===== src/rtl/sseg_scan_driver.sv =====
// Multiplexed seven-segment driver: sequential double-dabble binary-to-BCD
// conversion feeding a continuously scanned, registered anode/segment output.
module sseg_scan_driver #(
  parameter int DIGITS      = 5,
  parameter int DATA_W      = 16,
  parameter int REFRESH_DIV = 65536,
  parameter int ACTIVE_LOW  = 1
) (
  input  logic              clk,
  input  logic              rst,
  input  logic [DATA_W-1:0] value,
  input  logic              load,
  input  logic [DIGITS-1:0] dp_mask,
  input  logic              blank_lz,
  output logic              busy,
  output logic              done,
  output logic              overflow,
  output logic [DIGITS-1:0] an,
  output logic [6:0]        sseg,
  output logic              dp
);

  // Number of decimal digits needed for 2^w - 1.
  function automatic int calc_bcd_n(input int w);
    logic [63:0] v;
    int          n;
    v = (64'd1 << w) - 64'd1;
    n = 0;
    for (int k = 0; k < 20; k++) begin
      if (v != 64'd0) begin
        v = v / 64'd10;
        n++;
      end
    end
    return n;
  endfunction

  function automatic logic [6:0] seg_decode(input logic [3:0] d);
    logic [6:0] s;
    case (d)
      4'd0:    s = 7'h3F;
      4'd1:    s = 7'h06;
      4'd2:    s = 7'h5B;
      4'd3:    s = 7'h4F;
      4'd4:    s = 7'h66;
      4'd5:    s = 7'h6D;
      4'd6:    s = 7'h7D;
      4'd7:    s = 7'h07;
      4'd8:    s = 7'h7F;
      4'd9:    s = 7'h6F;
      default: s = 7'h00;
    endcase
    return s;
  endfunction

  localparam int BCD_N = calc_bcd_n(DATA_W);
  localparam int SCR_N = (BCD_N > DIGITS) ? BCD_N : DIGITS;
  localparam int SCR_W = 4 * SCR_N;
  localparam int CNT_W = $clog2(DATA_W + 1);
  localparam int DIV_W = $clog2(REFRESH_DIV);
  localparam int IDX_W = (DIGITS > 1) ? $clog2(DIGITS) : 1;
  localparam bit INV   = (ACTIVE_LOW != 0);

  localparam logic [1:0] S_IDLE    = 2'd0;
  localparam logic [1:0] S_CONVERT = 2'd1;
  localparam logic [1:0] S_COMMIT  = 2'd2;

  logic [1:0]          state;
  logic [DATA_W-1:0]   shreg;
  logic [SCR_W-1:0]    scratch;
  logic [SCR_W-1:0]    scratch_adj;
  logic [CNT_W-1:0]    bit_cnt;
  logic [4*DIGITS-1:0] disp;
  logic                high_nz;

  always_comb begin
    scratch_adj = scratch;
    for (int n = 0; n < SCR_N; n++) begin
      if (scratch[4*n +: 4] >= 4'd5) scratch_adj[4*n +: 4] = scratch[4*n +: 4] + 4'd3;
    end
  end

  // Scratch nibbles above the display width mean the value did not fit.
  always_comb begin
    high_nz = 1'b0;
    for (int n = DIGITS; n < SCR_N; n++) high_nz = high_nz | (|scratch[4*n +: 4]);
  end

  // Handshake: load is a one-cycle request, accepted only when busy is low;
  // requests while busy are dropped, and done marks the commit of the value.
  always_ff @(posedge clk) begin
    if (rst) begin
      state    <= S_IDLE;
      shreg    <= '0;
      scratch  <= '0;
      bit_cnt  <= '0;
      disp     <= '0;
      busy     <= 1'b0;
      done     <= 1'b0;
      overflow <= 1'b0;
    end else begin
      done <= 1'b0;
      case (state)
        S_IDLE: begin
          if (load) begin
            shreg   <= value;
            scratch <= '0;
            bit_cnt <= '0;
            busy    <= 1'b1;
            state   <= S_CONVERT;
          end
        end
        S_CONVERT: begin
          scratch <= {scratch_adj[SCR_W-2:0], shreg[DATA_W-1]};
          shreg   <= shreg << 1;
          bit_cnt <= bit_cnt + 1'b1;
          if (bit_cnt == CNT_W'(DATA_W - 1)) state <= S_COMMIT;
        end
        S_COMMIT: begin
          disp     <= scratch[4*DIGITS-1:0];
          overflow <= high_nz;
          done     <= 1'b1;
          busy     <= 1'b0;
          state    <= S_IDLE;
        end
        default: state <= S_IDLE;
      endcase
    end
  end

  logic [DIV_W-1:0] div_cnt;
  logic [IDX_W-1:0] scan_idx;

  always_ff @(posedge clk) begin
    if (rst) begin
      div_cnt  <= '0;
      scan_idx <= '0;
    end else if (div_cnt == DIV_W'(REFRESH_DIV - 1)) begin
      div_cnt  <= '0;
      scan_idx <= (scan_idx == IDX_W'(DIGITS - 1)) ? '0 : scan_idx + 1'b1;
    end else begin
      div_cnt <= div_cnt + 1'b1;
    end
  end

  // zero_from[i]: digits i..DIGITS-1 of the display register are all zero.
  logic [DIGITS-1:0] zero_from;
  logic              zero_run;

  always_comb begin
    zero_from = '0;
    zero_run  = 1'b1;
    for (int i = DIGITS - 1; i >= 0; i--) begin
      zero_run     = zero_run & (disp[4*i +: 4] == 4'd0);
      zero_from[i] = zero_run;
    end
  end

  logic [DIGITS-1:0] an_oh;
  logic [3:0]        cur_nib;
  logic              cur_blank;
  logic              cur_dp;
  logic [6:0]        seg_raw;

  always_comb begin
    an_oh     = '0;
    cur_nib   = '0;
    cur_blank = 1'b0;
    cur_dp    = 1'b0;
    for (int i = 0; i < DIGITS; i++) begin
      if (scan_idx == IDX_W'(i)) begin
        an_oh[i]  = 1'b1;
        cur_nib   = disp[4*i +: 4];
        cur_blank = (i != 0) && zero_from[i];
        cur_dp    = dp_mask[i];
      end
    end
  end

  always_comb begin
    if (overflow)                   seg_raw = 7'h40;
    else if (blank_lz && cur_blank) seg_raw = 7'h00;
    else                            seg_raw = seg_decode(cur_nib);
  end

  always_ff @(posedge clk) begin
    if (rst) begin
      an   <= {DIGITS{INV}};
      sseg <= {7{INV}};
      dp   <= INV;
    end else begin
      an   <= an_oh ^ {DIGITS{INV}};
      sseg <= seg_raw ^ {7{INV}};
      dp   <= cur_dp ^ INV;
    end
  end

endmodule


===== config.mk =====
export PLATFORM = sky130hd
export DESIGN_NAME = sseg_scan_driver
export DESIGN_NICKNAME = d
export VERILOG_FILES = /design/src/rtl/sseg_scan_driver.sv
export SDC_FILE = /design/constraint.sdc
export NUM_CORES = 1
export LEC_CHECK = 0
export CAP_MARGIN = 10
export CORE_MARGIN = 1
export CORE_UTILIZATION = 60
export DETAILED_ROUTE_END_ITERATION = 10
export PLACE_DENSITY = 0.94
export SYNTH_ARGS = -nofsm -noshare
export SYNTH_HDL_FRONTEND = slang
export SYNTH_SLANG_ARGS = --single-unit

===== constraint.sdc =====
create_clock -name clk -period 3.4 [get_ports clk]
set_clock_uncertainty 0.05 [all_clocks]
set_input_delay 0.51 -clock clk [delete_from_list [all_inputs] [get_ports clk]]
set_output_delay 0.51 -clock clk [all_outputs]
set_load 0.01 [all_outputs]

Yosys cells after proc, flatten, opt, wreduce, memory -nomap -nowiden
Memories as Yosys holds them, arrays and structs flattened.
Cells that the tools add are included.

storage, ports and cells
  ROM bits = 112
  word-level logic and storage cells = 93
  output and inout port bits = 16
  memories = 1
  register bits = 97
  input port bits = 25

memory list
  name              words  width  read ports  clocked after Yosys merged registers in  wr ports  line  RTL
  (name not given)  16     7      1           0                                        0         40    case (d)

operators by class
  order comparisons = 5
  bitwise logic cells = 6
  mux-type cells = 38
  add/sub/neg operators = 8
  equality and inequality tests = 10
  reduce and logical (&&, ||, !) cells = 13

operators by type and width
  operator                                                            count
  case mux 20 bit (2 select lines)                                    1
  two-way mux 4 bit                                                   9
  case mux 16 bit (2 select lines)                                    1
  greater-or-equal comparator 4 x 3 -> 1 bit (second input constant)  5
  two-way mux 20 bit                                                  1
  adder 16 x 1 -> 16 bit (second input constant)                      1
  adder 4 x 2 -> 4 bit (second input constant)                        4
  equality test 16 bit (second input constant)                        1
  zero test 4 bit                                                     4
  two-way mux 1 bit                                                   16
  two-way mux 16 bit                                                  1
  case mux 5 bit (2 select lines)                                     1
  two-way mux 7 bit                                                   1
  NOT 7 bit                                                           1
  equality test 3 x 2 -> 1 bit (second input constant)                2
  two-way mux 3 bit                                                   2
  AND reduction 2 bit                                                 3
  adder 5 x 1 -> 5 bit (second input constant)                        1
  equality test 5 x 4 -> 1 bit (second input constant)                1
  two-way mux 5 bit                                                   1
  NOT 5 bit                                                           1
  two-way mux 2 bit                                                   2
  inequality test 2 bit (second input constant)                       2
  case mux 2 bit (2 select lines)                                     1
  14 further kinds                                                    17

Longest topological paths before layout
Gate-level depths: netlist of run 1.

  word-level depth = 11
  depth in mapped cells = 12
  gate-level depth less buffers = 11

Worst setup path after synthesis of run 1
OpenSTA, ideal clock, no wires.

  kind = register to register
  from = register scan_idx[1]
  to = register sseg[3]
  library setup time = 0.117 ns
  slack = 1.061 ns
  arrival = 2.172 ns
  data required time = 3.233 ns
  clock period less this slack = 2.339 ns
  buffers on the path = 1
  stages on the path, launching flop included = 12
  cells stage by stage = dfxtp_1 > inv_1 > ha_1 > clkbuf_8 > nor2b_1 > a221oi_1 > o31ai_1 > o21ai_0 > ha_1 > mux2_2 > nor2_1 > o21ai_2

on the way
  longest elaborated chain between the ends = 9
  elaborated cells between the ends (all ways) = 18
  classes of those cells = eq/ne (4); mux (10); bitwise (1); reduce/logical (2); memory (1)

ends and longest elaborated chain
  element                          line  RTL
  from (decl)                      132   logic [IDX_W-1:0] scan_idx;
  from (signal assigned)           140   scan_idx <= (scan_idx == IDX_W'(DIGITS - 1)) ? '0 : scan_idx + 1'b1;
  zero test 3 bit                  171   if (scan_idx == IDX_W'(i)) begin
  two-way mux 4 bit (5 in series)  171
  memory read (16 x 7 bit)         -
  two-way mux 7 bit (*)            182   else if (blank_lz && cur_blank) seg_raw = 7'h00;
  NOT 7 bit (no source line) (*)   -
  to (signal assigned)             189   sseg <= {7{INV}};
  to (signal assigned)             193   sseg <= seg_raw ^ {7{INV}};
  to (decl)                        19    output logic [6:0] sseg,

Mark *: on every way between the ends. The rest lies on a longest branch, timed or not.
A chain may end at the register's enable or synchronous reset.

Final worst setup path of run 1
  from = register scan_idx[2]
  to = register sseg[3]

The elaborated chain is that of the path after synthesis.

==> results of run 1 <==
## logic make-up (layout without fill, tap and decap cells)
family | Yosys count | in the layout
flops | 97 | 97
other cells | 1 | 1
buf+inv | 57 | 86
xor+xnor | 22 | 22
mux | 5 | 5
simple gates | 222 | 222
compound gates | 120 | 120
fa+ha+maj | 23 | 23
## cell type report
type | count | share of cell area (%)
Multi-Input combinational cell | 393 | 45.9
Sequential cell | 97 | 37.9
Timing Repair Buffer | 42 | 7.97
Clock buffer | 10 | 2.69
Tap cell | 99 | 2.42
Inverter | 28 | 2.05
Clock inverter | 6 | 1.00
## flip-flops by register name, indices dropped and copies added, names as in the netlist
signal    flops
disp         20
dp            1
state         2
scratch      20
bit_cnt       5
an            5
busy          1
sseg          7
div_cnt      16
done          1
shreg        16
scan_idx      3
## through the flow
stage	instances	hold WS [ns]	setup WS [ns]	instance area, sq um
CTS	675	0.405	0.601	5120
floorplan	547	0.367	1.06	4550
global placement	659	0.378	0.803	4930
finish	675	0.403	0.586	5120
global route	675	0.447	0.404	5120
detailed placement	659	0.388	0.657	4930
## power by group through the flow
stage / sequential, mW / combinational, mW / clock, mW
floorplan: 1.21 / 0.108 / 0
global placement: 1.22 / 0.166 / 0
detailed placement: 1.22 / 0.174 / 0
CTS: 1.19 / 0.175 / 0.722
global route: 1.20 / 0.192 / 0.781
finish: 1.19 / 0.175 / 0.715
## cells in the final DEF (no fill, tap or decap), drive strengths merged, types with 7 or more instances in the layout
| cell | Yosys | routed |
|---|---|---|
| dfxtp | 97 | 97 |
| nand2 | 74 | 74 |
| nor2 | 74 | 74 |
| a21oi | 48 | 48 |
| clkdlybuf4s50 | 0 | 38 |
| inv | 28 | 30 |
| o21ai | 29 | 29 |
| ha | 23 | 23 |
| nor3 | 19 | 19 |
| xor2 | 13 | 13 |
| nand3 | 11 | 11 |
| clkbuf | 18 | 10 |
| a22oi | 10 | 10 |
| nand2b | 9 | 9 |
| xnor2 | 9 | 9 |
| nor2b | 8 | 8 |
| a2bb2oi | 7 | 7 |
| a222oi | 7 | 7 |
## layer usage
layer  GRT usage, %  routed length (microns)  up-vias  part of all wire [%]
met5              0                        0        -                     0
met4           11.1                      255        0                   2.6
met2           43.2                     4840      152                    49
met3           5.45                      519       32                   5.2
met1           33.8                     4290     1824                    43
li1               -                        -     1912                     -
## worst max path at each step
| stage | endpoint | slack (ns) | cells after the start |
|---|---|---|---|
| after floorplan | sseg[3] | 1.06 | 11 |
| after global placement | sseg[3] | 0.80 | 9 |
| after detailed placement | sseg[3] | 0.66 | 9 |
| after CTS | sseg[3] | 0.60 | 9 |
| after global routing | sseg[3] | 0.40 | 9 |
| final | sseg[3] | 0.59 | 9 |
## critical path, cell delays in order (launching register included)
cell     delay [ns]
dfxtp_1        0.52
inv_1          0.09
ha_1           0.34
or2_4          0.30
o31ai_1        0.33
o21ai_0        0.27
ha_1           0.38
mux2_2         0.28
nor2_1         0.11
o21ai_2        0.06
==> out/results.tsv, run 1 <==
stage	metric	value	unit
layout	multi_input_area	2350	sq um
sta	slew_violations	0	
die	dieArea	7930	sq um
layout	utilization	70.2	%
clock_tree	hold_buffers	0	
synthesis	synth_xor_area_share	4.24	%
route	routedWlPerCell	14.7	microns
critical_path	criticalPathCategory	flop to flop	
clock_tree	clk-insertion-delay-late	0.37	ns
pwr	leakagePower	1.94	nW
pwr	power.internal	1.54	mW
layout	diodes	0	
sta	finalHoldViolCount	0	
pwr	power	2.08	mW
route	vias_per_cell	5.81	
sta	period_minus_slack	2.81	ns
placed_design	port_buffers	39	
global_route	grtUsageTotal	26.3	%
clock_tree	cts_tree	done	
route	drtIter0Drc	286	
global_route	grt_pass1_vias	3528	
layout	nets	619	
synthesis	avgSynthCellArea	8.31	sq um
synthesis	yosys.area_share.simple	22.4	%
synthesis	yosysMostFrequentCell	dfxtp_1	
critical_path	startpoint	scan_idx[2]	
critical_path	reg2reg_from	scan_idx[2]	
pwr	pwr-share-comb	8.4	%
global_route	globalRoute.totalOverflow	0	
die	die_w	89.1	microns
sta	layout_worst_path_cycle_share	82.8	%
synthesis	synth_edf_count	0	
pwr	p_per_area	407	nW/um^2
die	die_y	89.1	microns
sta	finalSetupTns	0	ns
clock_tree	htreeDepth	3	
synthesis	synth_common_cells	dfxtp_1 (97), nand2_1 (74), nor2_1 (72), a21oi_1 (48), inv_1 (28)	
synthesis	yosysSeqAreaShare	42.7	%
die	io-pin-count	41	
sta	worst_slew_pin_slew	1.16	ns
run	maxCapViolCount	0	
layout	n_fill_cell	557	
critical_path	cp.required	3.62	ns
die	initial_core_util	62.4	%
critical_path	timing.reg2reg.setup_slack	0.59	ns
placed_design	place_congestion	0.895	
synthesis	synthTopCellsByArea	dfxtp_1 (43%), ha_1 (6.3%), nand2_1 (6.1%)	
critical_path	r2r_end	sseg[3]	
pwr	ir_worst_vdd	0.172	mV
synthesis	synthAdderAreaFrac	6.33	%
die	num_rows	31	
clock_tree	post-cts-setup-buffers	0	
synthesis	synth-async-reset-ratio	0	%
pwr	netSwitchingFraction	25.9	%
pwr	seqPwrFrac	57.2	%
run_status	status	finished clean	
clock_tree	cts_resized	0	
clock_tree	path_clk_slew	0.09	ns
critical_path	worst-r2r-cell-count	9	
route	drcViolationCount	0	
critical_path	cp-start-kind	flop	
critical_path	worstSetupEndpointType	flop	
clock_tree	cts_root_buf	clkbuf_8	
clock_tree	cts_sinks	97	
die	coreArea	7290	sq um
pwr	clkPwrFrac	34.4	%
worst_hold_path	hp-start	div_cnt[0]	
worst_hold_path	hp-class	flop to flop	
synthesis	synthesis.area	4550	sq um
route	dr.pass1.iters	6	
route	ant_nets	0	
synthesis	yosysWarnings	0	
synthesis	ys.flop_type	dfxtp_1	
layout	drive_above_1_share	7.12	%
sta	rsz0062_at_grt	false	
worst_hold_path	worstHoldPathCells	1	
synthesis	synth_top_family_by_area	simple AND/OR/NAND/NOR gates	
global_route	antenna_found_initial	0	
route	postRouteWirelength	9.91	mm
placed_design	hpwlAfterDp	7.05	mm
layout	area_growth	12.5	%
clock_tree	numCtsBuffers	9	
pwr	power_switching	540	uW
route	num_vias	3920	
worst_hold_path	holdPathEnd	div_cnt[0]	
critical_path	worstPathMaxFanout	11	
synthesis	synth_cells	547	
layout	regArea	1940	sq um
synthesis	synth_top_area_cell	dfxtp_1	
synthesis	ys_ff_latch	97	
global_route	grt_max_degree	37	
synthesis	ys_types	54	
critical_path	crit_arrival	3.03	ns
global_route	grt_pass1_wl	16.2	mm
sta	max_freq	0.355	GHz
clock_tree	cts_buffer_depth	2	
synthesis	synthMuxAreaShare	1.16	%
synthesis	netlist.area_leader.share	42.7	%
synthesis	synth-compound-area-share	17.4	%
synthesis	syn_nets	595	
sta	setup_violations	0	
sta	max_slew_margin	22.2	%
(Power assumes the default switching activity.)
==> run 2, diff against run 1 <==
Settings changed: CORE_UTILIZATION 60 to 52, PLACE_DENSITY 0.94 to 0.87.
Clock period 3.4 ns to 2.3 ns, I/O delays scaled along.
==> out/results.tsv, run 2 (synthesis gave the netlist of run 1 again) <==
stage	metric	value	unit
placed_design	place_congestion	0.964	
route	vias_per_cell	5.68	
global_route	grt_pass1_wl	16.4	mm
critical_path	timing.reg2reg.setup_slack	0.001	ns
sta	finalHoldViolCount	0	
critical_path	crit_arrival	2.51	ns
die	coreArea	8340	sq um
clock_tree	numCtsBuffers	9	
critical_path	worstSetupEndpointType	flop	
layout	area_growth	22.6	%
critical_path	crit_family	compound AO/OA/AOI/OAI gates	
global_route	globalRoute.totalOverflow	0	
sta	layout_worst_path_cycle_share	99.9	%
die	dieArea	9120	sq um
layout	nets	651	
pwr	p_per_area	563	nW/um^2
global_route	antenna_found_initial	0	
sta	max_slew_margin	57.6	%
sta	slew_violations	0	
pwr	ir_worst_vdd	0.462	mV
layout	layout_commonest_cell	dfxtp_1	
route	routedWlPerCell	14.9	microns
critical_path	critPathSlowestCell	dfxtp_4	
route	drcViolationCount	0	
critical_path	startpoint	scan_idx[1]	
worst_hold_path	hp-start	rst	
route	dr.pass1.iters	5	
run_status	status	finished clean	
sta	max_freq	0.435	GHz
layout	drive_above_1_share	16.1	%
layout	multi_input_area	2530	sq um
pwr	leakagePower	2.14	nW
die	die_w	95.5	microns
die	die_y	95.5	microns
route	ant_nets	0	
sta	worst_slew_pin_slew	0.631	ns
die	num_rows	33	
global_route	grtUsageTotal	23.0	%
clock_tree	clk-insertion-delay-late	0.36	ns
worst_hold_path	hp-class	primary input to flop	
layout	final_area	5580	sq um
layout	utilization	66.9	%
clock_tree	cts_sinks	97	
clock_tree	htreeDepth	3	
critical_path	cp-start-kind	flop	
placed_design	port_buffers	39	
die	initial_core_util	54.5	%
critical_path	timing.critical_path.buf_inv	2	
pwr	power	3.14	mW
layout	final_cell_mix	dfxtp_1 (95), nand2_1 (74), nor2_1 (70)	
run	maxCapViolCount	0	
layout	n_fill_cell	644	
placed_design	hpwlAfterDp	7.00	mm
clock_tree	cts_tree	done	
clock_tree	cts_buffer_depth	2	
critical_path	crit_chain	buf_4 -> ha_4 -> nor2b_1 -> o31ai_4 -> o21ai_4 -> buf_6 -> ha_1 -> mux2_4 -> nor2_4 -> o21ai_2	
critical_path	max_stage_delay	0.38	ns
layout	regArea	1950	sq um
sta	setup_violations	0	
global_route	grt_pass1_vias	3667	
global_route	grt_max_degree	27	
placed_design	dpl_cell_area	5160	sq um
clock_tree	path_clk_slew	0.09	ns
layout	reg_top3	disp (20), scratch (20)	
sta	holdWs	0.251	ns
route	num_vias	4048	
route	drtIter0Drc	205	
die	io-pin-count	41	
critical_path	worstPathMaxFanout	7	
critical_path	cp.required	2.52	ns
clock_tree	hold_buffers	0	
critical_path	criticalPathCategory	flop to flop	
critical_path	reg2reg_from	scan_idx[1]	
clock_tree	cts_root_buf	clkbuf_8	
route	postRouteWirelength	10.6	mm
layout	diodes	0	
sta	period_minus_slack	2.30	ns
==> run 2: cell count changes in the layout (fill, tap and decap cells not counted), moves of 3 or more <==
cell and change:
buf_4 +29, ha_1 -7, ha_4 +6, inv_1 -5
buf_6 +3, inv_2 +3
==> run 2: worst paths after layout <==
| path | endpoint | depth (start not counted) |
|---|---|---|
| worst max-delay path | sseg[0] | 10 |
| worst min-delay path | bit_cnt[2] | 2 |
| worst max register to register | sseg[0] | 10 |
| worst min register to register | div_cnt[0] | 1 |
==> run 2: area by class of cell <==
type / count / share of cell area, %
multi-input cells: 393 / 45.4
flip-flops and latches: 97 / 34.9
repair buffers: 74 / 11.8
well taps: 105 / 2.36
clock buffers: 10 / 2.29
inverters: 28 / 1.97
clock inverters: 6 / 1.23
==> run 2: routing by layer <==
metal | global-route usage [%] | share of wire, % | vias to the layer above
met1 | 26.4 | 40 | 1911
met5 | 0 | 0 | -
met3 | 5.58 | 5.6 | 19
li1 | - | - | 1965
met2 | 41.3 | 52 | 153
met4 | 8.33 | 2.6 | 0
==> run 2: timing repair <==
| action | 4_1_cts | 5_1_grt |
|---|---|---|
| pin swaps | 0 | 10 |
| resized for setup | 12 | 33 |
| setup endpoints to repair | 5 | 5 |
| setup buffers | 1 | 3 |
==> run 2: where the power goes <==
part	total, mW	leakage [nW]	internal, mW	switching [mW]
clock network	1.11	0.0847	0.504	0.605
registers	1.75	0.791	1.72	0.0281
logic	0.280	1.27	0.137	0.144
total	3.14	2.14	2.37	0.776
==> run 2: stage by stage <==
| stage | setup TNS, ns | cells | setup slack (ns) |
|---|---|---|---|
| after detailed placement | -0.347 | 694 | -0.0977 |
| after floorplan | 0 | 547 | 0.0203 |
| after CTS | 0 | 711 | 0.00879 |
| final | 0 | 713 | 0.00125 |
| after global placement | -0.0756 | 694 | -0.0756 |
| after global routing | -0.154 | 713 | -0.0527 |
==> run 3, diff against run 2 <==
Settings changed: CORE_UTILIZATION 52 to 57, DONT_BUFFER_PORTS set to 1, PLACE_DENSITY 0.87 to 0.86.
==> out/results.tsv, run 3 (synthesis gave the netlist of run 1 again) <==
stage	metric	value	unit
sta	worst_slew_pin_slew	0.647	ns
critical_path	worstSetupEndpointType	flop	
critical_path	critPathSlowestCell	a211oi_2	
clock_tree	clk-insertion-delay-late	0.37	ns
sta	setup_violations	0	
run_status	status	finished clean	
critical_path	crit_family	compound AO/OA/AOI/OAI gates	
clock_tree	cts_tree	done	
clock_tree	path_clk_slew	0.10	ns
pwr	p_per_area	616	nW/um^2
clock_tree	numCtsBuffers	9	
layout	diodes	0	
pwr	leakagePower	2.01	nW
layout	nets	609	
die	num_rows	32	
sta	holdWs	0.0101	ns
pwr	ir_worst_vdd	0.303	mV
critical_path	max_stage_delay	0.40	ns
critical_path	cpMostUsedCell	nand2_1	
clock_tree	cts_sinks	97	
die	die_w	91.3	microns
sta	rsz0062_at_grt	true	
critical_path	crit_arrival	2.48	ns
clock_tree	htreeDepth	3	
die	coreArea	7730	sq um
route	drcViolationCount	0	
die	initial_core_util	58.9	%
layout	n_fill_cell	569	
placed_design	port_buffers	0	
layout	area_growth	15.2	%
sta	finalHoldViolCount	0	
global_route	grt_max_degree	50	
critical_path	cp-start-kind	flop	
route	vias_per_cell	5.88	
sta	max_freq	0.442	GHz
route	num_vias	3926	
global_route	grt_pass1_vias	3831	
global_route	grtUsageTotal	26.2	%
sta	max_slew_margin	56.4	%
route	drtIter0Drc	244	
layout	layout_commonest_cell	dfxtp_1	
run	maxCapViolCount	0	
layout	reg_top3	disp (20), scratch (20)	
global_route	antenna_found_initial	0	
clock_tree	cts_root_buf	clkbuf_8	
sta	layout_worst_path_cycle_share	98.3	%
critical_path	crit_chain	buf_12 -> ha_4 -> buf_6 -> buf_4 -> a21oi_1 -> a221oi_4 -> a211oi_2 -> o21ai_0 -> nand2_1 -> nand2_1	
critical_path	timing.critical_path.buf_inv	3	
route	dr.pass1.iters	5	
layout	drive_above_1_share	17.3	%
layout	final_cell_mix	dfxtp_1 (95), nand2_1 (73), nor2_1 (70)	
clock_tree	cts_buffer_depth	2	
die	dieArea	8340	sq um
sta	period_minus_slack	2.26	ns
global_route	globalRoute.totalOverflow	0	
route	routedWlPerCell	15.9	microns
route	ant_nets	0	
critical_path	criticalPathCategory	flop to flop	
critical_path	cp.required	2.52	ns
worst_hold_path	hp-class	primary input to flop	
critical_path	worstPathMaxFanout	4	
sta	slew_violations	0	
pwr	power	3.23	mW
global_route	grt_pass1_wl	17.5	mm
placed_design	hpwlAfterDp	6.61	mm
placed_design	place_congestion	0.844	
die	die_y	91.3	microns
die	io-pin-count	41	
route	postRouteWirelength	10.6	mm
-- run 3: path summary, 6_finish.rpt --
kind | from | endpoint | slack, ns | cells past startpoint
worst min register to register | div_cnt[0] | div_cnt[0] | 0.41 | 1
worst max register to register | scan_idx[0] | sseg[1] | 0.04 | 10
worst min-delay path | rst | shreg[14] | 0.01 | 1
worst max-delay path | scan_idx[0] | sseg[1] | 0.04 | 10
-- run 3: report_power, final --
group	internal [mW]	switching, mW	total (mW)
Sequential	1.72	0.0386	1.76
Combinational	0.0787	0.119	0.198
Clock	0.652	0.614	1.27
-- run 3: cell type report --
type / count / area (sq um) / share of cell area (%)
Clock buffer: 11 / 141 / 2.70
Clock inverter: 5 / 87.6 / 1.67
Inverter: 28 / 105 / 2.01
Multi-Input combinational cell: 393 / 2550 / 48.7
Sequential cell: 97 / 1950 / 37.2
Tap cell: 102 / 128 / 2.44
Timing Repair Buffer: 32 / 275 / 5.25
-- run 3: worst reg2reg max path: cells and delay by family (launching register included) --
kind	cells	cell delay [ns]
AO/OA/AOI/OAI	4	0.99
AND/OR/NAND/NOR	2	0.17
buffers and inverters	3	0.39
flip-flops	1	0.37
adder cells (fa/ha/maj)	1	0.18
-- run 3: metal layers --
metal,track usage [%],part of all wire [%]
met3,4.52,4.6
met4,14.8,3.4
met2,44.7,51
met1,30.9,41
met5,0,0
-- run 3: timing repair --
| item | CTS | global route |
|---|---|---|
| hold endpoints to repair | 49 | 0 |
| setup buffers | 3 | 1 |
| endpoints found under the setup margin | 6 | 7 |
| resized for setup | 25 | 25 |
| pin swaps | 5 | 11 |
| hold buffers | 2 | 0 |
-- run 3: stage by stage --
stage | instance area, sq um | setup WS (ns) | util, % | TNS [ns] | std cells
final | 5240 | 0.0383 | 67.8 | 0 | 668
after global routing | 5240 | -0.0551 | 67.8 | -0.157 | 668
after CTS | 5130 | 0.000181 | 66.4 | 0 | 668
after detailed placement | 4740 | -0.144 | 61.4 | -0.485 | 648
after global placement | 4740 | -0.0677 | 61.4 | -0.0677 | 648
after floorplan | 4560 | 0.0203 | - | 0 | 547
